[src/rtl/octal_seg_decoder.sv]
// Rebuilds a 16-bit one-hot code and its 4-bit value from a pair of 7-segment digits
// (low ones digit first, then high eights digit). Used to read back the display segment drive.
module octal_seg_decoder #(
    parameter int TIMEOUT = 255,
    parameter int TW      = 8
) (
    input  logic        clk,
    input  logic        rst_n,
    input  logic        seg_valid,
    output logic        seg_ready,
    input  logic [6:0]  seg_data,
    input  logic        seg_hi,
    output logic        out_valid,
    input  logic        out_ready,
    output logic [15:0] onehot,
    output logic [3:0]  value,
    output logic        blank,
    output logic        bad_seg,
    output logic        seq_err,
    output logic        timeout
);

    typedef enum logic [1:0] {
        WAIT_LO = 2'd0,
        WAIT_HI = 2'd1,
        OUT     = 2'd2
    } state_t;

    localparam logic [TW:0] TIMEOUT_W = (TW+1)'(TIMEOUT);

    state_t        state, state_nxt;
    logic [6:0]    lo_q, lo_nxt;
    logic [TW-1:0] cnt, cnt_nxt;
    logic [TW:0]   cnt_inc;
    logic [15:0]   onehot_nxt;
    logic [3:0]    value_nxt;
    logic          blank_nxt, bad_nxt, seq_err_nxt, timeout_nxt;
    logic          xfer;

    logic          lo_ok, lo_blank;
    logic [2:0]    lo_val;
    logic          hi_ok, hi_one;

    assign seg_ready = (state != OUT);
    assign out_valid = (state == OUT);
    assign xfer      = seg_valid & seg_ready;
    assign cnt_inc   = {1'b0, cnt} + (TW+1)'(1);

    // Segment order is a b c d e f g from bit 6 down to bit 0
    always_comb begin
        lo_ok    = 1'b1;
        lo_blank = 1'b0;
        lo_val   = 3'd0;
        case (lo_q)
            7'b1111110: lo_val = 3'd0;
            7'b0110000: lo_val = 3'd1;
            7'b1101101: lo_val = 3'd2;
            7'b1111001: lo_val = 3'd3;
            7'b0110011: lo_val = 3'd4;
            7'b1011011: lo_val = 3'd5;
            7'b1011111: lo_val = 3'd6;
            7'b1110000: lo_val = 3'd7;
            7'b0000000: lo_blank = 1'b1;
            default:    lo_ok = 1'b0;
        endcase
    end

    assign hi_one = (seg_data == 7'b0110000);
    assign hi_ok  = hi_one || (seg_data == 7'b0000000);

    always_comb begin
        state_nxt   = state;
        lo_nxt      = lo_q;
        cnt_nxt     = cnt;
        onehot_nxt  = onehot;
        value_nxt   = value;
        blank_nxt   = blank;
        bad_nxt     = bad_seg;
        seq_err_nxt = 1'b0;
        timeout_nxt = 1'b0;
        case (state)
            WAIT_LO: begin
                if (xfer && !seg_hi) begin
                    lo_nxt    = seg_data;
                    cnt_nxt   = '0;
                    state_nxt = WAIT_HI;
                end else if (xfer) begin
                    seq_err_nxt = 1'b1;
                end
            end
            WAIT_HI: begin
                if (xfer && seg_hi) begin
                    state_nxt = OUT;
                    if (!lo_ok || !hi_ok || (lo_blank && hi_one)) begin
                        onehot_nxt = '0;
                        value_nxt  = '0;
                        blank_nxt  = 1'b0;
                        bad_nxt    = 1'b1;
                    end else if (lo_blank) begin
                        onehot_nxt = '0;
                        value_nxt  = '0;
                        blank_nxt  = 1'b1;
                        bad_nxt    = 1'b0;
                    end else begin
                        value_nxt  = {hi_one, lo_val};
                        onehot_nxt = 16'd1 << {hi_one, lo_val};
                        blank_nxt  = 1'b0;
                        bad_nxt    = 1'b0;
                    end
                end else if (xfer) begin
                    lo_nxt      = seg_data;
                    cnt_nxt     = '0;
                    seq_err_nxt = 1'b1;
                end else if (cnt_inc == TIMEOUT_W) begin
                    // A high digit landing on this same edge takes the branch above instead
                    cnt_nxt     = '0;
                    timeout_nxt = 1'b1;
                    state_nxt   = WAIT_LO;
                end else begin
                    cnt_nxt = cnt_inc[TW-1:0];
                end
            end
            OUT: begin
                if (out_ready) begin
                    state_nxt  = WAIT_LO;
                    onehot_nxt = '0;
                    value_nxt  = '0;
                    blank_nxt  = 1'b0;
                    bad_nxt    = 1'b0;
                end
            end
            default: state_nxt = WAIT_LO;
        endcase
    end

    always_ff @(posedge clk or negedge rst_n) begin
        if (!rst_n) begin
            state   <= WAIT_LO;
            lo_q    <= '0;
            cnt     <= '0;
            onehot  <= '0;
            value   <= '0;
            blank   <= 1'b0;
            bad_seg <= 1'b0;
            seq_err <= 1'b0;
            timeout <= 1'b0;
        end else begin
            state   <= state_nxt;
            lo_q    <= lo_nxt;
            cnt     <= cnt_nxt;
            onehot  <= onehot_nxt;
            value   <= value_nxt;
            blank   <= blank_nxt;
            bad_seg <= bad_nxt;
            seq_err <= seq_err_nxt;
            timeout <= timeout_nxt;
        end
    end

endmodule
[config.mk]
export PLATFORM = sky130hd
export DESIGN_NAME = octal_seg_decoder
export DESIGN_NICKNAME = d
export VERILOG_FILES = /design/src/rtl/octal_seg_decoder.sv
export SDC_FILE = /design/constraint.sdc
export NUM_CORES = 1
export LEC_CHECK = 0
export ABC_AREA = 1
export BUFFER_PORTS_ARGS = -buffer_cell sky130_fd_sc_hd__buf_2
export CORE_MARGIN = 2
export CORE_UTILIZATION = 30
export CTS_CLUSTER_DIAMETER = 120
export DETAILED_ROUTE_END_ITERATION = 10
export HOLD_SLACK_MARGIN = 0.05
export PLACE_DENSITY = 0.46
export SLEW_MARGIN = 20
export SYNTH_ARGS = -nofsm -noshare
export SYNTH_HDL_FRONTEND = slang
export SYNTH_SLANG_ARGS = --single-unit
[constraint.sdc]
create_clock -name clk -period 3.35 [get_ports clk]
set_input_delay 0.5025 -clock clk [delete_from_list [all_inputs] [get_ports clk]]
set_output_delay 0.5025 -clock clk [all_outputs]
set_load 0.005 [all_outputs]
==> summary.txt <==
Logic synthesis
  • Cell area after synthesis: 2290 um^2
  • Most frequent cell after synthesis: nand2_1
  • EDFF count, synth: 0
  • Synth Instances: just under 300
  • Top FF cell, synth: dfrtp_1
  • Synth area leaders: dfrtp_1 (45%), nand2_1 (13%), inv_1 (6.2%), nand3_1 (5.2%), o21ai_0 (4.1%)
  • Async SR Flop Fraction: 100%
  • Warnings from Yosys: 0
  • Avg Cell Area, Syn: 7.90 um^2
  • Synth unique cells: 30
  • Synth top cells by count: nand2_1 (77), dfrtp_1 (41), inv_1 (38)
  • Flops & latches, synth: between 40 and 50
  • Syn nets: 307
  • Yosys top cell area share: 44.8%
  • Largest area contributor in the netlist: dfrtp_1
  • Sequential element share of the synthesized area: between 40% and 50%

Global route
  • Largest net degree at the start of global routing: 42
  • Vias in the first global route: between 1500 and 2000
  • Gr usage total: 13.1%
  • Initial antenna violation count: 0
  • Remaining global-route overflow: 0
  • First-pass GRT wire length: approximately 9000 um

STA
  • Slew HR: about two fifths
  • PnR worst setup slack: 1.43 ns
  • Highest Clock Rate: 522 MHz
  • Clk_skew: 0.00694 ns
  • Final slew viol count: 0
  • Setup TNS Final: 0 ns
  • Final setup fails: 0
  • Fin. Hold Viols: 0
  • Fin crit period: 1.92 ns
  • Period utilization: a little under three fifths
  • RSZ-0062 raised after global routing: no
  • Slew @ Worst Pin: 0.922 ns

Die
  • Die area: approximately 8400 um^2
  • Die width: roughly 90 um
  • Total core area: 7330 um^2
  • IO Pins: 38
  • Rows: 31
  • Starting Density: ~31%
  • Die span in y: about 91 um

Place
  • Placer Congestion: 0.839
  • Buffers added on ports: 37
  • DP Worst Slack: 1.40 ns
  • Post-DP HPWL: just under 4000 um

CTS
  • Clock latency at the later pin of the worst-skew pair: approximately 0.29 ns
  • Hold Buf Count CTS: 0
  • CTS H-tree depth: 2
  • CTS tree: built
  • Post-CTS Repair Setup Buffers: 0
  • Reg clk slew, reported paths: 0.08 ns
  • Sinks on Clock Net: between 40 and 50
  • CTS buffer count: 5
  • Root Driver: clkbuf_8
  • Post-cts gate resize count: 0
  • Clock buffer depth: 2

Worst setup path
  • Arr. time, crit path: 2.06 ns
  • Setup Crit Path Kind: reg -> reg
  • R2R depth: 9
  • WP buf/inv: 2
  • CP max stage cell: inv_1
  • CP Max Fanout: 29
  • Crit start category: register
  • CP Capture Type: register
  • Reg-to-Reg End: onehot[10]$_DFFE_PN0P_
  • R2r setup slk: around 1.4 ns
  • Critical R2R Launch: state[0]$_DFFE_PN0P_
  • CP required: 3.49 ns
  • Max incr delay on CP: between 0.5 and 0.6 ns
  • Critical path, cell by cell: inv_1 -> ha_1 -> nor2_2 -> nand2_1 -> nand2_2 -> nand2_1 -> nor2_1 -> inv_1 -> o21ai_0
  • CP delay by family, top: buffers and inverters

Power
  • Pwr Density: approximately 640 nW/um^2
  • P_leak: approximately 0.0015 uW
  • Worst IR Drop VDD: about 250 uV
  • Tot Pwr: 1710 uW

Drt
  • Initial DRC count: 77
  • Post-Route WL: just over 5000 um
  • Drc violations: 0
  • Antenna Nets Post-Route: 0
  • Avg WL per Cell: 11.9 um
  • DRT Pass-1 Iters: 4
  • Via count: roughly 1900
  • Vias/cell: roughly 4.4

Final layout
  • Ant. Diodes: 0
  • End-of-flow core utilization: a little over a third
  • Share of layout cells above drive strength 1: around 24%
  • Area Overhead vs Synth: 16.3%
  • Nets: 346

Run status
  • Status: finished clean

Min path
  • Worst min path class: in -> async

Job
  • Maxcap violations: 0
## sequential cells by signal (all words and copies together), names as in the netlist
name and count:
onehot 16, cnt 8, lo_q 7, value 4, state 2, bad_seg 1, blank 1, seq_err 1
timeout 1
## report_power, final
part | internal [uW] | total [uW] | switching (uW)
clock network | 186 | 358 | 172
registers | 570 | 646 | 76.3
logic | 207 | 702 | 495
total | 963 | 1710 | 743
## area by class of cell
class	instances	area, um^2
timing repair buffer	37	185
inverter	41	154
sequential	41	1030
multi-input combinational	203	1080
fill	778	4660
tap	99	124
clock buffer	7	96.3
clock inverter	1	5.00
## worst register-to-register path: stages, from the launching register on
cell and delay [ns]:
dfrtp_1 0.40, inv_1 0.08, ha_1 0.21, nor2_2 0.08, nand2_1 0.08, nand2_2 0.07
nand2_1 0.06, nor2_1 0.04, inv_1 0.55, o21ai_0 0.19
## per-layer routing
layer	up-vias	GRT usage [%]	wire, um	share of wire (%)
li1	1009	-	-	-
met1	836	18.7	2650	52
met2	42	19.4	2180	43
met3	4	3.57	232	4.5
met4	0	3.79	48	0.94
met5	-	0	0	0
## cells by family after synthesis
logic type	Yosys count	share of synthesized area, %
buffers and inverters	46	8.30
adders and majority gates	5	2.73
and+or+nand+nor	165	36.1
AOI/OAI and AO/OA	32	7.64
muxes	1	0.491
DFF	41	44.8
## worst max path at each step
| stage | from | to | slack, ns | cells past startpoint |
|---|---|---|---|---|
| after CTS | state[0]$_DFFE_PN0P_ | onehot[10]$_DFFE_PN0P_ | 1.39 | 9 |
| after floorplan | state[0]$_DFFE_PN0P_ | onehot[0]$_DFFE_PN0P_ | 1.72 | 12 |
| after global placement | state[0]$_DFFE_PN0P_ | onehot[10]$_DFFE_PN0P_ | 1.45 | 9 |
| after global routing | state[0]$_DFFE_PN0P_ | value[1]$_DFFE_PN0P_ | 1.17 | 10 |
| final | state[0]$_DFFE_PN0P_ | onehot[10]$_DFFE_PN0P_ | 1.43 | 9 |
| after detailed placement | state[0]$_DFFE_PN0P_ | onehot[10]$_DFFE_PN0P_ | 1.40 | 9 |
## cells in the final DEF (no fill, tap or decap), drive strengths merged
cell type,instances
and3,1
nand4,13
buf,37
nand2,88
ha,5
or2,1
inv,41
nor2,29
mux2,1
o21ai,27
clkbuf,7
nand3,28
nor3b,1
o22ai,4
o211ai,1
and2,1
clkinv,1
nor3,3
dfrtp,41
## through the flow
stage	cells	hold slack, ns	area (um^2)
3_3_place_gp	421	0.465	2560
6_report	429	0.327	2670
3_5_place_dp	421	0.463	2560
5_1_grt	429	0.427	2670
2_1_floorplan	290	0.207	2290
4_1_cts	429	0.372	2670
Power figures use the tool's default switching activity.
